### src/rtl/arbiter_input_conditioner.sv
// Push-button front end for the arbiter game. Each button is synchronised and debounced,
// then produces a clean active-low level, a one-cycle press strobe and a stuck flag.
//
// state       | meaning
// ------------+--------------------------------------------------
// ST_RELEASED | debounced level high, waiting for a debounced press
// ST_PRESSED  | debounced level low, stuck timer running
// ST_STUCK    | debounced level low for STUCK_COUNT cycles or more
module arbiter_input_conditioner #(
    parameter int CLOCK_FREQ     = 1000,
    parameter int DEBOUNCE_COUNT = CLOCK_FREQ / 50,
    parameter int STUCK_COUNT    = CLOCK_FREQ * 4
) (
    input  logic clk,
    input  logic rst_in_n,
    input  logic btn_1_raw_n,
    input  logic btn_2_raw_n,
    output logic player_1_out_n,
    output logic player_2_out_n,
    output logic press_1_out,
    output logic press_2_out,
    output logic stuck_out
);

    localparam int DW = $clog2(DEBOUNCE_COUNT + 1);
    localparam int SW = $clog2(STUCK_COUNT + 1);

    localparam logic [DW-1:0] DB_LAST  = DW'(DEBOUNCE_COUNT - 1);
    localparam logic [SW-1:0] ST_LAST  = SW'(STUCK_COUNT - 1);
    localparam logic [SW-1:0] ST_MAX   = SW'(STUCK_COUNT);

    localparam logic [1:0] ST_RELEASED = 2'd0;
    localparam logic [1:0] ST_PRESSED  = 2'd1;
    localparam logic [1:0] ST_STUCK    = 2'd2;

    if (CLOCK_FREQ < 1 || DEBOUNCE_COUNT < 1 || STUCK_COUNT <= DEBOUNCE_COUNT) begin : g_bad_params
        $error("arbiter_input_conditioner: illegal timing parameters");
    end

    logic [1:0]    btn_raw_n;
    logic [1:0]    sync1_q, sync1_d;
    logic [1:0]    sync2_q, sync2_d;
    logic [1:0]    out_n_q, out_n_d;
    logic [1:0]    press_q, press_d;
    logic [1:0]    stuck_q, stuck_d;
    logic [1:0]    db_done;
    logic [1:0]    state_q     [2];
    logic [1:0]    state_d     [2];
    logic [DW-1:0] db_cnt_q    [2];
    logic [DW-1:0] db_cnt_d    [2];
    logic [SW-1:0] stuck_cnt_q [2];
    logic [SW-1:0] stuck_cnt_d [2];

    assign btn_raw_n = {btn_2_raw_n, btn_1_raw_n};

    always_comb begin
        sync1_d = btn_raw_n;
        sync2_d = sync1_q;
        out_n_d = out_n_q;
        press_d = 2'b00;
        stuck_d = stuck_q;
        db_done = 2'b00;
        for (int ch = 0; ch < 2; ch++) begin
            state_d[ch]     = state_q[ch];
            db_cnt_d[ch]    = db_cnt_q[ch];
            stuck_cnt_d[ch] = stuck_cnt_q[ch];

            // Any cycle agreeing with the debounced level restarts the debounce window.
            if (sync2_q[ch] == out_n_q[ch]) begin
                db_cnt_d[ch] = '0;
            end else if (db_cnt_q[ch] == DB_LAST) begin
                db_cnt_d[ch] = '0;
                db_done[ch]  = 1'b1;
            end else begin
                db_cnt_d[ch] = db_cnt_q[ch] + DW'(1);
            end

            case (state_q[ch])
                ST_RELEASED: begin
                    if (db_done[ch]) begin
                        state_d[ch] = ST_PRESSED;
                        out_n_d[ch] = 1'b0;
                        press_d[ch] = 1'b1;
                    end
                end
                ST_PRESSED: begin
                    if (db_done[ch]) begin
                        state_d[ch]     = ST_RELEASED;
                        out_n_d[ch]     = 1'b1;
                        stuck_cnt_d[ch] = '0;
                    end else if (stuck_cnt_q[ch] == ST_LAST) begin
                        state_d[ch]     = ST_STUCK;
                        stuck_cnt_d[ch] = ST_MAX;
                        stuck_d[ch]     = 1'b1;
                    end else begin
                        stuck_cnt_d[ch] = stuck_cnt_q[ch] + SW'(1);
                    end
                end
                ST_STUCK: begin
                    if (db_done[ch]) begin
                        state_d[ch]     = ST_RELEASED;
                        out_n_d[ch]     = 1'b1;
                        stuck_cnt_d[ch] = '0;
                        stuck_d[ch]     = 1'b0;
                    end
                end
                default: begin
                    state_d[ch]     = ST_RELEASED;
                    out_n_d[ch]     = 1'b1;
                    stuck_cnt_d[ch] = '0;
                    stuck_d[ch]     = 1'b0;
                end
            endcase
        end
    end

    always_ff @(posedge clk) begin
        if (!rst_in_n) begin
            sync1_q <= 2'b11;
            sync2_q <= 2'b11;
            out_n_q <= 2'b11;
            press_q <= 2'b00;
            stuck_q <= 2'b00;
            for (int ch = 0; ch < 2; ch++) begin
                state_q[ch]     <= ST_RELEASED;
                db_cnt_q[ch]    <= '0;
                stuck_cnt_q[ch] <= '0;
            end
        end else begin
            sync1_q <= sync1_d;
            sync2_q <= sync2_d;
            out_n_q <= out_n_d;
            press_q <= press_d;
            stuck_q <= stuck_d;
            for (int ch = 0; ch < 2; ch++) begin
                state_q[ch]     <= state_d[ch];
                db_cnt_q[ch]    <= db_cnt_d[ch];
                stuck_cnt_q[ch] <= stuck_cnt_d[ch];
            end
        end
    end

    assign player_1_out_n = out_n_q[0];
    assign player_2_out_n = out_n_q[1];
    assign press_1_out    = press_q[0];
    assign press_2_out    = press_q[1];
    assign stuck_out      = |stuck_q;

endmodule
### config.mk
export PLATFORM = sky130hd
export DESIGN_NAME = arbiter_input_conditioner
export DESIGN_NICKNAME = d
export VERILOG_FILES = /design/src/rtl/arbiter_input_conditioner.sv
export SDC_FILE = /design/constraint.sdc
export NUM_CORES = 1
export LEC_CHECK = 0
export ABC_AREA = 1
export CORE_UTILIZATION = 65
export DETAILED_ROUTE_END_ITERATION = 10
export HOLD_SLACK_MARGIN = 0.02
export PLACE_DENSITY = 0.81
export SLEW_MARGIN = 30
export SYNTH_ARGS = -nofsm -noshare
export SYNTH_HDL_FRONTEND = slang
export SYNTH_SLANG_ARGS = --single-unit
export TNS_END_PERCENT = 10
### constraint.sdc
create_clock -name clk -period 2.75 [get_ports clk]
set_input_delay 0.6875 -clock clk [delete_from_list [all_inputs] [get_ports clk]]
set_output_delay 0.6875 -clock clk [all_outputs]
set_load 0.05 [all_outputs]
==> impl_metrics.yaml <==
clock_tree:
  h-tree-depth: 2
  cts-buffers-inserted: 5
  hold_buffers: 0
  insertion_delay_ns: 0.30
  root_buffer: "clkbuf_8"
  cts_tree: "yes"
  clock_sinks: 48
  clk_path_buf_depth: 2
  clk_pin_slew_worst_paths_ns: 0.08
  ctsResizeCount: 0
  cts_setup_buffers: 0
detailed_routing:
  via_count: 2127
  postRouteAntennaNets: 0
  wl_um: 4660
  drt-wirelength-per-cell_um: 11.1
  drc: 0
  initialDrtViolationCount: 91
  drtPass1Iterations: 4
  viasPerCell: 5.09
synthesis:
  yosys.cell_types.count: 33
  syn_area_per_cell_um2: 7.36
  syn_nets: 372
  synth_seq_cells: 48
  syn_area_um2: 2620
  synthCells: 356
  yosysSeqAreaShare_pct: 36.7
  yosysWarnings: 0
die:
  core_um2: 3770
  die_w_um: 65.5
  die_h_um: 65.5
  rows: 22
  top_level_ports: 9
  die_area_um2: 4290
  start_util_pct: 69.4
worst_setup_path:
  cp_cell_sequence: "or2_2 > clkdlybuf4s50_1"
  criticalPathCategory: "flip-flop to primary output"
  path_max_fanout: 2
  critPathArrivalTime_ns: 1.59
  start_kind: "flip-flop"
  cpPeakStageDelay_ns: 0.70
  cp-end-kind: "primary output"
  worstPathRequired_ns: 2.06
  slowest_stage: "clkdlybuf4s50_1"
  startpoint: "stuck_q[0]"
  r2r-start: "state_q[0][0]"
pwr:
  ir_drop_mv: 0.374
  p_leak_nw: 1.10
  pwr_density_cell_nw_per_um2: 431
run_status:
  outcome: "finished, final reports clean"
sta:
  setup_viol: 0
  fin_crit_ns: 2.28
  worst_clock_skew_ns: 0.00702
  fin_crit_sh_pct: 83.0
  fmax_mhz: 438
  holdWs_ns: 0.424
  relSlewSlack_pct: 67.3
  worst_slew_pin_slew_ns: 0.489
  tns_ns: 0
  finalMaxSlewViolations: 0
  rsz0062_at_grt: "false"
  hold_viol_final: 0
layout:
  area_growth_pct: 8.79
  nets: 385
  layout-drive-gt1-share_pct: 14.6
  fill_cells: 312
  diodes: 0
job:
  maxCapViolations: 0
global_routing:
  antenna_found_initial: 0
  grt_usage_pct: 25.1
  grt-ovfl-total: 0
  grt_max_degree: 17
  grt_pass1_wl_um: 8250
  grt_pass1_vias: 1962
placed_design:
  gp_congestion: 0.811
  port_buffers: 8
  dp_hpwl_um: 3440
hold_path:
  hold_start: "sync1_q[0]"
  hold_path_class: "flip-flop to flip-flop"
-- power by group --
group / switching (mW) / total (mW) / internal (mW)
Combinational: 0.0170 / 0.0280 / 0.0111
Clock: 0.232 / 0.502 / 0.270
Sequential: 0.00160 / 0.699 / 0.698
-- state kept, by name, indices dropped and copies added, names as in the netlist --
register,cells
sync2_q,2
state_q,4
sync1_q,2
out_n_q,2
stuck_q,2
stuck_cnt_q,24
press_q,2
db_cnt_q,10
-- critical path, delay by kind of cell, from the launching register on --
family / cells / cell delay [ns]
DFF: 1 / 0.31
and+or+nand+nor: 1 / 0.29
buffers and inverters: 1 / 0.70
-- final cells by class --
class / count / area [um2] / area share, %
clock inverters: 2 / 35.0 / 1.23
multi-input cells: 266 / 1480 / 52.0
flip-flops and latches: 48 / 961 / 33.7
well taps: 48 / 60.1 / 2.11
inverters: 38 / 143 / 5.01
repair buffers: 10 / 95.1 / 3.34
clock buffers: 6 / 72.6 / 2.55
-- logic make-up after synthesis --
group / share of synthesized area (%)
AOI/OAI and AO/OA: 8.07
xor gates and xnor gates: 3.68
adders and majority gates: 5.73
buffers and inverters: 6.69
DFF: 36.7
and+or+nand+nor: 39.1
-- routing by layer --
metal	track usage (%)	vias to the layer above	wire length, um
met3	5.21	7	131
met4	8.97	0	68
li1	-	1154	-
met2	42.3	27	2160
met5	0	-	0
met1	31.4	939	2290
-- layout by cell type, fill, tap and decap left out, types with 2 or more instances in the layout --
master / count
a21oi_1: 29
buf_4: 2
clkbuf_8: 5
clkdlybuf4s50_1: 8
dfxtp_1: 48
ha_1: 12
inv_1: 35
inv_2: 3
nand2_1: 88
nand2_2: 11
nand2_4: 5
nand3_1: 23
nand3_2: 4
nand4_1: 4
nor2_1: 41
nor2_2: 4
nor2_4: 5
nor3_1: 6
o21ai_0: 3
o21ai_1: 4
or2_2: 7
xnor2_1: 3
xor2_1: 8
-- per-stage QoR --
step / std cells / worst slack (ns) / power, mW / instance area, um2 / utilization [%]
6_report: 418 / 0.468 / 1.23 / 2850 / 75.5
5_1_grt: 418 / 0.433 / 1.27 / 2850 / 75.5
4_1_cts: 418 / 0.455 / 1.24 / 2850 / 75.5
3_5_place_dp: 410 / 0.793 / 0.744 / 2740 / 72.7
3_3_place_gp: 410 / 0.794 / 0.743 / 2740 / 72.7
2_1_floorplan: 356 / 1.21 / 0.733 / 2620 / -
-- final timing paths --
| kind | endpoint | slack (ns) | cells past startpoint |
|---|---|---|---|
| worst min register to register | sync2_q[0] | 0.42 | 1 |
| worst max register to register | stuck_q[0] | 1.15 | 8 |
| worst max-delay path | stuck_out | 0.47 | 2 |
| worst min-delay path | sync2_q[0] | 0.42 | 1 |
-- synth_stat cells --
library cell  number  area [um2]
a21oi_1           29         145
a21oi_4            1        16.3
a31oi_1            1        6.26
and3_1             1        6.26
buf_1              1        3.75
buf_12             1        20.0
buf_2              1        5.00
clkbuf_1           1        3.75
dfxtp_1           48         961
ha_1              12         150
inv_1             35         131
inv_2              3        11.3
nand2_1           88         330
nand2_2           11        68.8
nand2_4            5        56.3
nand2_8            1        20.0
nand3_1           23         115
nand3_2            4        40.0
nand3_4            1        17.5
nand4_1            4        25.0
nand4_2            1        12.5
nor2_1            41         154
nor2_2             4        25.0
nor2_4             5        56.3
nor3_1             6        30.0
nor3_4             1        16.3
nor3b_1            1        7.51
o21ai_0            3        15.0
o21ai_1            4        20.0
o21ai_2            1        8.76
or2_2              7        43.8
xnor2_1            3        26.3
xor2_1             8        70.1
Note: power is estimated with default switching activity, not from simulation.
==> edit 1, RTL diff (same flow settings) <==
The parameter `CLOCK_FREQ` goes from 1000 to 500.
--- a/src/rtl/arbiter_input_conditioner.sv
+++ b/src/rtl/arbiter_input_conditioner.sv
@@ -8,5 +8,5 @@
 // ST_STUCK    | debounced level low for STUCK_COUNT cycles or more
 module arbiter_input_conditioner #(
-    parameter int CLOCK_FREQ     = 1000,
+    parameter int CLOCK_FREQ     = 500,
     parameter int DEBOUNCE_COUNT = CLOCK_FREQ / 50,
     parameter int STUCK_COUNT    = CLOCK_FREQ * 4
Behaviour: no difference found for any inputs over 10 cycles, from zero or initial values and one cycle with rst_in_n low; that may be too few to reach the edited logic, so the function may still have changed.
==> edit 1 against the original RTL <==
Sequential cell count decreased by 4. Worst setup slack got worse by 0.0015 ns. Count of clock-buffer cells in the layout decreased by 1. Highest routed layer unchanged. Routed wire length decreased by 0.69%. Total power decreased by 14%. Synthesized area decreased by 6.8%. Combinational power increased by 6%. Cell count decreased by 1.9%. Design area decreased by 6.9%.
==> edit 1: results (changes against the original RTL) <==
metric;value;unit;change
io_buffer_count;8;;unchanged
wirelength_met1;2.05;mm;was 2.29 mm
cellLeakagePower;1.11;nW;was 1.10 nW
nets;382;;was 385
synthTopCellsByArea;dfxtp_1, nand2_1, nor2_1;;unchanged
drive_gt1_share;11.0;%;was 14.6%
drt_iter0_drc;156;;was 91
wl_met2;2.32;mm;was 2.16 mm
placed_area;2570;um2;was 2740 um2
fin_cells;410;;was 418
synth_compound_area_share;7.18;%;was 8.07%
synthXorXnorAreaFrac;3.23;%;was 3.68%
fillers;283;;was 312
p_switching;0.234;mW;was 0.250 mW
run_status;finished clean;;unchanged
dp_cells;403;;was 410
grt_max_degree;21;;was 17
r2r_end;stuck_cnt_q[0][3];;was stuck_q[0]
min_period;2.28;ns;about the same
timing.reg2reg.setup_slack;1.09;ns;was 1.15 ns
viasPerCell;5.13;;was 5.09
synth_edf_count;0;;unchanged
ir_drop;0.000280;V;was 0.000374 V
yosysUniqueCellTypes;28;;was 33
yosys-top-cells-count;nand2_1, nor2_1, dfxtp_1, inv_1, nand3_1;;was nand2_1, dfxtp_1, nor2_1, inv_1, a21oi_1
final_area;2650;um2;was 2850 um2
crit-reg2reg-launch;db_cnt_q[0][0];;was state_q[0][0]
grt_pass1_wl;8.56;mm;was 8.25 mm
wl_met3;186;um;was 131 um
wl;4.62;mm;was 4.66 mm
reg.largest.list;stuck_cnt_q x22, db_cnt_q x8, state_q x4;;was stuck_cnt_q x24, db_cnt_q x10, state_q x4
critical-path-slowest-cell;clkdlybuf4s50_1;;unchanged
hpwl;3.46;mm;was 3.44 mm
pg_comb;0.0297;mW;was 0.0280 mW
clock_power_share;36.5;%;was 40.8%
grt_usage;27.1;%;was 25.1%
finalClockSkew;0.00519;ns;was 0.00702 ns
r2r_cells;9;;was 8
fin_hold_ws;0.426;ns;was 0.424 ns
place.gp.congestion;0.867;;was 0.811
power;1.06;mW;was 1.23 mW
syn_area_per_cell;6.95;um2;was 7.36 um2
grt_pass1_vias;2018;;was 1962
-- edit 1: changes by cell type in the layout (fill, tap and decap cells not counted), sizes merged, moves of 4 or more --
cell   unedited run  this run
xor2              8         4
nor2             50        58
a21oi            30        22
dfxtp            48        44
inv              38        42
-- edit 1: cell type report --
class	count	share of cell area (%)
Clock buffer	5	2.60
Clock inverter	2	0.472
Inverter	42	5.95
Multi-Input combinational cell	261	52.0
Sequential cell	44	33.2
Tap cell	46	2.17
Timing Repair Buffer	10	3.59
-- edit 1: metal layers --
layer	GRT usage [%]	vias to the layer above
li1	-	1126
met1	31.2	929
met2	48.4	42
met3	6.16	7
met4	9.94	0
met5	0	-
-- edit 1: worst max-delay path: cells and delay by family (launching register included) --
family / cells / cell delay [ns]
AND/OR/NAND/NOR: 1 / 0.29
buffers and inverters: 1 / 0.70
flip-flops: 1 / 0.31
==> edit 2, RTL diff (same flow settings) <==
Without the edit above. Add an input register stage for `btn_1_raw_n` and `btn_2_raw_n`, without a reset; this delays them by one clock.
--- a/src/rtl/arbiter_input_conditioner.sv
+++ b/src/rtl/arbiter_input_conditioner.sv
@@ -34,4 +34,12 @@
     localparam logic [1:0] ST_STUCK    = 2'd2;
 
+    logic btn_1_raw_n_q;
+    logic btn_2_raw_n_q;
+
+    always_ff @(posedge clk) begin
+        btn_1_raw_n_q <= btn_1_raw_n;
+        btn_2_raw_n_q <= btn_2_raw_n;
+    end
+
     if (CLOCK_FREQ < 1 || DEBOUNCE_COUNT < 1 || STUCK_COUNT <= DEBOUNCE_COUNT) begin : g_bad_params
         $error("arbiter_input_conditioner: illegal timing parameters");
@@ -52,5 +60,5 @@
     logic [SW-1:0] stuck_cnt_d [2];
 
-    assign btn_raw_n = {btn_2_raw_n, btn_1_raw_n};
+    assign btn_raw_n = {btn_2_raw_n_q, btn_1_raw_n_q};
 
     always_comb begin
Check against the original RTL: same outputs for any inputs over 10 cycles, from zero or initial values and one cycle with rst_in_n low; that may be too few to reach the edited logic, so the function may still have changed.
==> edit 2 against the original RTL <==
Synthesized cell count unchanged. Design area decreased by 2.2%. Core utilization is 0.53 points lower. Sequential cell count rose by 2. Critical endpoint unchanged. Routed wire length fell by 4.5%. Worst setup slack got worse by 0.0072 ns. Synthesized area decreased by 2.3%. Largest cell class unchanged. Register-to-register slack worse by 0.02 ns.
Power is not compared: it rests on default switching activity, and its combinational part moved more than twofold at a synthesized area within 25%.
==> edit 2: results (changes against the original RTL) <==
metric;value;unit;change
run_status;finished clean;;unchanged
r2r_end;stuck_q[1];;was stuck_q[0]
hold_path_startpoint;btn_2_raw_n_q;;was sync1_q[0]
hpwl;3.25;mm;was 3.44 mm
dp_slack;0.544;ns;was 0.793 ns
hold_end;sync1_q[1];;was sync2_q[0]
ys_seq_area_share;39.1;%;was 36.7%
grt_pass1_wl;8.03;mm;was 8.25 mm
wl_met2;2.23;mm;was 2.16 mm
wl_met3;123;um;was 131 um
nets;383;;was 385
place.gp.congestion;0.785;;was 0.811
dp_cells;408;;was 410
drive_gt1_share;11.4;%;was 14.6%
grt_pass1_vias;2002;;was 1962
placed_area;2680;um2;was 2740 um2
synthTopCellsByArea;dfxtp_1, nand2_1, inv_1;;was dfxtp_1, nand2_1, nor2_1
grt_usage;24.3;%;was 25.1%
fin_cells;416;;was 418
met2_usage;44.5;%;was 42.3%
yosys-top-cells-count;nand2_1, dfxtp_1, inv_1, nor2_1, a21oi_1;;was nand2_1, dfxtp_1, nor2_1, inv_1, a21oi_1
finalClockSkew;0.00796;ns;was 0.00702 ns
fillers;303;;was 312
drt_iter0_drc;128;;was 91
met3_usage;5.28;%;was 5.21%
timing.reg2reg.setup_slack;1.13;ns;was 1.15 ns
vias;2154;;was 2127
grt_max_degree;27;;was 17
crit-reg2reg-launch;db_cnt_q[0][5];;was state_q[0][0]
## edit 2: changes by cell type in the layout (fill, tap and decap cells not counted), sizes merged, moves of 2 or more
cell   unedited run  this run
a21oi            30        28
dfxtp            48        50
inv              38        43
nand3            28        25
nor2             50        43
o21ai             8        13
xor2              8         5
## edit 2: power breakdown
group          leakage (nW)  switching (mW)  internal [mW]
Sequential            0.405          0.0119          0.744
Combinational         0.697           0.230          0.108
Clock                0.0585           0.240          0.273
## edit 2: cell type report
cell class / count / share of cell area, %
Clock buffer: 5 / 2.47
Timing Repair Buffer: 9 / 3.14
Multi-Input combinational cell: 258 / 49.0
Sequential cell: 50 / 35.9
Clock inverter: 3 / 1.57
Tap cell: 48 / 2.15
Inverter: 43 / 5.79
## edit 2: logic make-up after synthesis
group	Yosys count	synth area share [%]
simple gates	193	34.6
xor+xnor	7	2.40
fa+ha+maj	12	5.87
buf+inv	48	7.49
compound gates	46	10.5
flops	50	39.1
